[src/rtl/mux2_round_robin_selector.sv]
// Two-channel round-robin arbiter driving the select of a downstream 2-to-1 mux.
// A channel keeps the grant for at most MAX_CYCLES cycles while the other channel waits.
module mux2_round_robin_selector #(
  parameter int unsigned MAX_CYCLES = 4
) (
  input  logic       clock,
  input  logic       reset_bar,
  input  logic [1:0] request,
  output logic [1:0] grant,
  output logic       selection,
  output logic       busy,
  output logic [7:0] grant_count
);

  localparam logic [1:0] IDLE   = 2'd0;
  localparam logic [1:0] GRANT0 = 2'd1;
  localparam logic [1:0] GRANT1 = 2'd2;
  localparam logic [7:0] MAX_CNT = 8'(MAX_CYCLES);

  logic [1:0] r_state;
  logic [1:0] r_grant;
  logic       r_selection;
  logic       r_busy;
  logic [7:0] r_grant_count;
  logic       r_last_served;

  logic [1:0] w_next_state;
  logic       w_enter_grant;
  logic [7:0] w_next_count;

  // NOTE: every combinational output gets a default first so no latch is inferred.
  always_comb begin
    w_next_state = r_state;
    case (r_state)
      IDLE: begin
        case (request)
          2'b01:   w_next_state = GRANT0;
          2'b10:   w_next_state = GRANT1;
          2'b11:   w_next_state = r_last_served ? GRANT0 : GRANT1;
          default: w_next_state = IDLE;
        endcase
      end
      GRANT0: begin
        if (request[0] && (!request[1] || (r_grant_count < MAX_CNT)))
          w_next_state = GRANT0;
        else if (request[1])
          w_next_state = GRANT1;
        else
          w_next_state = IDLE;
      end
      GRANT1: begin
        if (request[1] && (!request[0] || (r_grant_count < MAX_CNT)))
          w_next_state = GRANT1;
        else if (request[0])
          w_next_state = GRANT0;
        else
          w_next_state = IDLE;
      end
      default: w_next_state = IDLE;
    endcase
  end

  // Any change of state that does not land in IDLE is a fresh grant.
  assign w_enter_grant = (w_next_state != r_state) && (w_next_state != IDLE);

  always_comb begin
    w_next_count = r_grant_count;
    if (w_next_state == IDLE)
      w_next_count = 8'd0;
    else if (w_enter_grant)
      w_next_count = 8'd1;
    else if (r_grant_count < MAX_CNT)
      w_next_count = r_grant_count + 8'd1;
  end

  // NOTE: sequential state uses non-blocking assignments so all flops update together.
  always_ff @(posedge clock or negedge reset_bar) begin
    if (!reset_bar) begin
      r_state       <= IDLE;
      r_grant       <= 2'b00;
      r_selection   <= 1'b0;
      r_busy        <= 1'b0;
      r_grant_count <= 8'd0;
      r_last_served <= 1'b1;
    end else begin
      r_state       <= w_next_state;
      r_grant       <= {w_next_state == GRANT1, w_next_state == GRANT0};
      r_busy        <= (w_next_state != IDLE);
      r_grant_count <= w_next_count;
      // selection holds in IDLE so the mux stays on the last channel
      if (w_enter_grant) begin
        r_last_served <= (w_next_state == GRANT1);
        r_selection   <= (w_next_state == GRANT1);
      end
    end
  end

  assign grant       = r_grant;
  assign selection   = r_selection;
  assign busy        = r_busy;
  assign grant_count = r_grant_count;

endmodule

[config.mk]
export PLATFORM = sky130hd
export DESIGN_NAME = mux2_round_robin_selector
export DESIGN_NICKNAME = d
export VERILOG_FILES = /design/src/rtl/mux2_round_robin_selector.sv
export SDC_FILE = /design/constraint.sdc
export NUM_CORES = 1
export LEC_CHECK = 0
export ABC_AREA = 1
export CORE_MARGIN = 2
export CORE_UTILIZATION = 45
export CTS_BUF_LIST = sky130_fd_sc_hd__clkbuf_4 sky130_fd_sc_hd__clkbuf_8
export DETAILED_ROUTE_END_ITERATION = 6
export GPL_TIMING_DRIVEN = 0
export PLACE_DENSITY = 0.75
export SKIP_CTS_REPAIR_TIMING = 1
export SLEW_MARGIN = 20
export SYNTH_ARGS = -nofsm -noshare
export SYNTH_HDL_FRONTEND = slang
export SYNTH_SLANG_ARGS = --single-unit
export TNS_END_PERCENT = 50
[constraint.sdc]
create_clock -name clock -period 1.5 [get_ports clock]
set_input_delay 0.225 -clock clock [delete_from_list [all_inputs] [get_ports clock]]
set_output_delay 0.225 -clock clock [all_outputs]
set_load 0.05 [all_outputs]
==> impl_metrics.sql <==
INSERT INTO impl_metrics (metric_group, metric, value, unit) VALUES
('sta', 'actual_slew_at_the_worst_max_slew_pin', '0.6658', 'ns'),
('flow_run', 'drv_cap', '0', ''),
('critical_path', 'worstPathCellList', 'clkdlybuf4s50_1, inv_1, o211ai_1, buf_4, nand3_4, nor2_4, buf_12, nor3_1', ''),
('routing', 'drt-initial-drc-count', '9', ''),
('clocking', 'cts.htree.levels', '1', ''),
('finish', 'num-nets-final', '114', ''),
('routing', 'drc', '0', ''),
('sta', 'min_cycle_time_layout', '1.484', 'ns'),
('clocking', 'clock_root_buffer', 'sky130_fd_sc_hd__clkbuf_4', ''),
('clocking', 'clk_latency', '0.27', 'ns'),
('yosys', 'post_synth_inst_count', '82', ''),
('sta', 'post-route-period-util', '98.94', '%'),
('floorplan', 'core_area', '1489', 'µm²'),
('power', 'max-vdd-ir-drop', '1.362', 'mV'),
('grt', 'grt_use_total', '15.81', '%'),
('critical_path', 'reg2reg_from', 'grant_count[5]', ''),
('yosys', 'yosysTopAreaCellShare', '50.09', '%'),
('finish', 'most_frequent_standard_cell_in_the_layout_excluding_fill_and_tap_cells', 'sky130_fd_sc_hd__inv_1', ''),
('power', 'power.density_cell_area', '1873', 'nW/µm²'),
('place', 'estimated_wirelength_of_the_detail_placed_design', '994.7', 'µm'),
('critical_path', 'setup.worst_path.end', 'grant_count[2]', ''),
('sta', 'timing.final.max_slew_violations', '0', ''),
('finish', 'layout.cells.most_common_list', 'sky130_fd_sc_hd__inv_1 (17), sky130_fd_sc_hd__dlymetal6s2s_1 (13), sky130_fd_sc_hd__nand2_1 (11), sky130_fd_sc_hd__dfrtp_1 (8)', ''),
('grt', 'grt_first_pass_wirelength', '2187', 'µm'),
('outcome', 'status', 'finished, final reports clean', ''),
('grt', 'grt_overflow_total', '0', ''),
('floorplan', 'die_w', '43.43', 'µm'),
('yosys', 'ys_types', '17', ''),
('place', 'dpl.cell_count', '113', ''),
('critical_path', 'critical_path_class', 'input port to register', ''),
('grt', 'first_global_vias', '520', ''),
('critical_path', 'crit_buf_inv', '4', ''),
('critical_path', 'startpoint_type', 'input port', ''),
('grt', 'maximum_number_of_pins_on_one_net_before_global_route_repair', '16', ''),
('yosys', 'ys_ff_latch', '15', ''),
('worst_hold_path', 'worstHoldPathType', 'input port to async pin', ''),
('finish', 'multi_input_area', '304.0', 'µm²'),
('finish', 'instances_no_fill', '124', ''),
('place', 'gp_routability_congestion', '0.8664', ''),
('place', 'port_buffer_cells', '15', ''),
('sta', 'fin_skew', '0.0007829', 'ns'),
('yosys', 'sequential_area_share_after_synthesis', '53.85', '%'),
('finish', 'n_antenna_cell', '0', ''),
('yosys', 'synth_fp_nets', '87', ''),
('grt', 'grt_antenna_before_repair', '0', ''),
('yosys', 'synth_top_area_cell', 'sky130_fd_sc_hd__dfrtp_1', ''),
('critical_path', 'critPathMaxFanout', '6', ''),
('sta', 'timing.final.hold_violations', '0', ''),
('power', 'power.static_leakage', '0.7102', 'nW'),
('sta', 'maxClockFrequency', '673.8', 'MHz'),
('floorplan', 'total_die_area', '1886', 'µm²'),
('floorplan', 'start_util', '46.97', '%'),
('sta', 'max_slew_headroom', '55.47', '%'),
('critical_path', 'r2r_setup_slack', '0.03', 'ns'),
('finish', 'register_area', '384.1', 'µm²'),
('yosys', 'synthesis.yosys.warnings', '0', ''),
('sta', 'setup-violations-final', '0', ''),
('critical_path', 'cp.depth', '8', ''),
('critical_path', 'worst_ep_required_time', '1.67', 'ns'),
('clocking', 'tritoncts.num_buffers', '3', ''),
('sta', 'fin_setup_tns', '0', 'ns'),
('routing', 'route.vias.total', '601', ''),
('routing', 'drt-vias-per-instance', '4.847', ''),
('grt', 'groute.layer.met2.usage', '26.27', '%'),
('floorplan', 'placement_rows', '14', ''),
('critical_path', 'worst_r2r_path_depth', '11', ''),
('grt', 'gr-usage-met3', '2.500', '%'),
('floorplan', 'floorplan.die.height', '43.43', 'µm'),
('clocking', 'clk_pin_slew', '0.09', 'ns'),
('routing', 'detailed_router_iteration_count_before_antenna_repair', '4', ''),
('routing', 'wl', '1443', 'µm');
-- sequential cells by signal (all words and copies together) (netlist names) --
name / flops
r_last_served: 1
busy: 1
selection: 1
r_state: 2
grant: 2
grant_count: 8
-- cells in the mapped netlist --
master                     instances
sky130_fd_sc_hd__inv_1            17
sky130_fd_sc_hd__nand2_1          15
sky130_fd_sc_hd__dfrtp_1          14
sky130_fd_sc_hd__nor2_1            8
sky130_fd_sc_hd__nor3_1            7
sky130_fd_sc_hd__nand3_1           4
sky130_fd_sc_hd__nand2_2           3
sky130_fd_sc_hd__nand3_2           3
sky130_fd_sc_hd__a21oi_1           2
sky130_fd_sc_hd__o21ai_0           2
sky130_fd_sc_hd__clkinv_2          1
sky130_fd_sc_hd__dfstp_2           1
sky130_fd_sc_hd__ha_1              1
sky130_fd_sc_hd__inv_2             1
sky130_fd_sc_hd__nor2_4            1
sky130_fd_sc_hd__o211ai_1          1
sky130_fd_sc_hd__xor2_1            1
-- worst reg2reg max path, cell delays in order (launching register included) --
cell                      delay (ns)
sky130_fd_sc_hd__dfrtp_2        0.42
sky130_fd_sc_hd__nor2_2         0.12
sky130_fd_sc_hd__nand3_2        0.13
sky130_fd_sc_hd__nand2_2        0.10
sky130_fd_sc_hd__nand2_2        0.07
sky130_fd_sc_hd__nand2_2        0.10
sky130_fd_sc_hd__buf_4          0.12
sky130_fd_sc_hd__nand2_1        0.06
sky130_fd_sc_hd__nor2_2         0.11
sky130_fd_sc_hd__nand2_1        0.06
sky130_fd_sc_hd__nand2_1        0.06
sky130_fd_sc_hd__inv_1          0.03
-- metal layers --
metal / wire [µm] / vias to the layer above
met5: 0 / -
met2: 751 / 13
li1: - / 304
met4: 9 / 0
met3: 55 / 2
met1: 627 / 282
-- power breakdown --
part | leakage [nW] | internal (mW) | total, mW | switching (mW)
Sequential | 0.184 | 0.530 | 0.594 | 0.0638
Combinational | 0.508 | 0.439 | 1.16 | 0.717
Clock | 0.0177 | 0.0987 | 0.228 | 0.129
Total | 0.710 | 1.07 | 1.98 | 0.910
-- worst min-delay path by stage --
stage / startpoint / to
after CTS: reset_bar / grant_count[1]
after global routing: reset_bar / busy
after global placement: selection / selection
after floorplan: reset_bar / busy
after detailed placement: selection / selection
final: reset_bar / grant_count[3]
-- stage by stage --
| stage | total power, mW | worst slack [ns] | instance area (µm²) |
|---|---|---|---|
| 6_report | 1.978 | 0.01590 | 1056 |
| 5_1_grt | 2.100 | -0.08026 | 1056 |
| 4_1_cts | 1.774 | -0.2387 | 912.1 |
| 3_5_place_dp | 1.539 | -0.2932 | 884.6 |
| 3_3_place_gp | 1.522 | -0.2643 | 884.6 |
| 2_1_floorplan | 1.267 | -0.0006318 | 714.4 |
-- area by class of cell --
type | instances | area share [%]
Tap cell | 16 | 1.896
Timing Repair Buffer | 22 | 23.46
Multi-Input combinational cell | 48 | 28.79
Inverter | 19 | 6.872
Clock inverter | 1 | 0.4739
Clock buffer | 3 | 2.133
Sequential cell | 15 | 36.37
-- logic make-up after synthesis --
| kind of cell | count (synthesis) | share of synthesized area, % |
|---|---|---|
| AOI/OAI and AO/OA | 5 | 3.936 |
| and+or+nand+nor | 41 | 28.80 |
| DFF | 15 | 53.85 |
| adders and majority gates | 1 | 1.789 |
| buffers and inverters | 19 | 10.37 |
| xor gates and xnor gates | 1 | 1.252 |
Power figures use the tool's default switching activity.
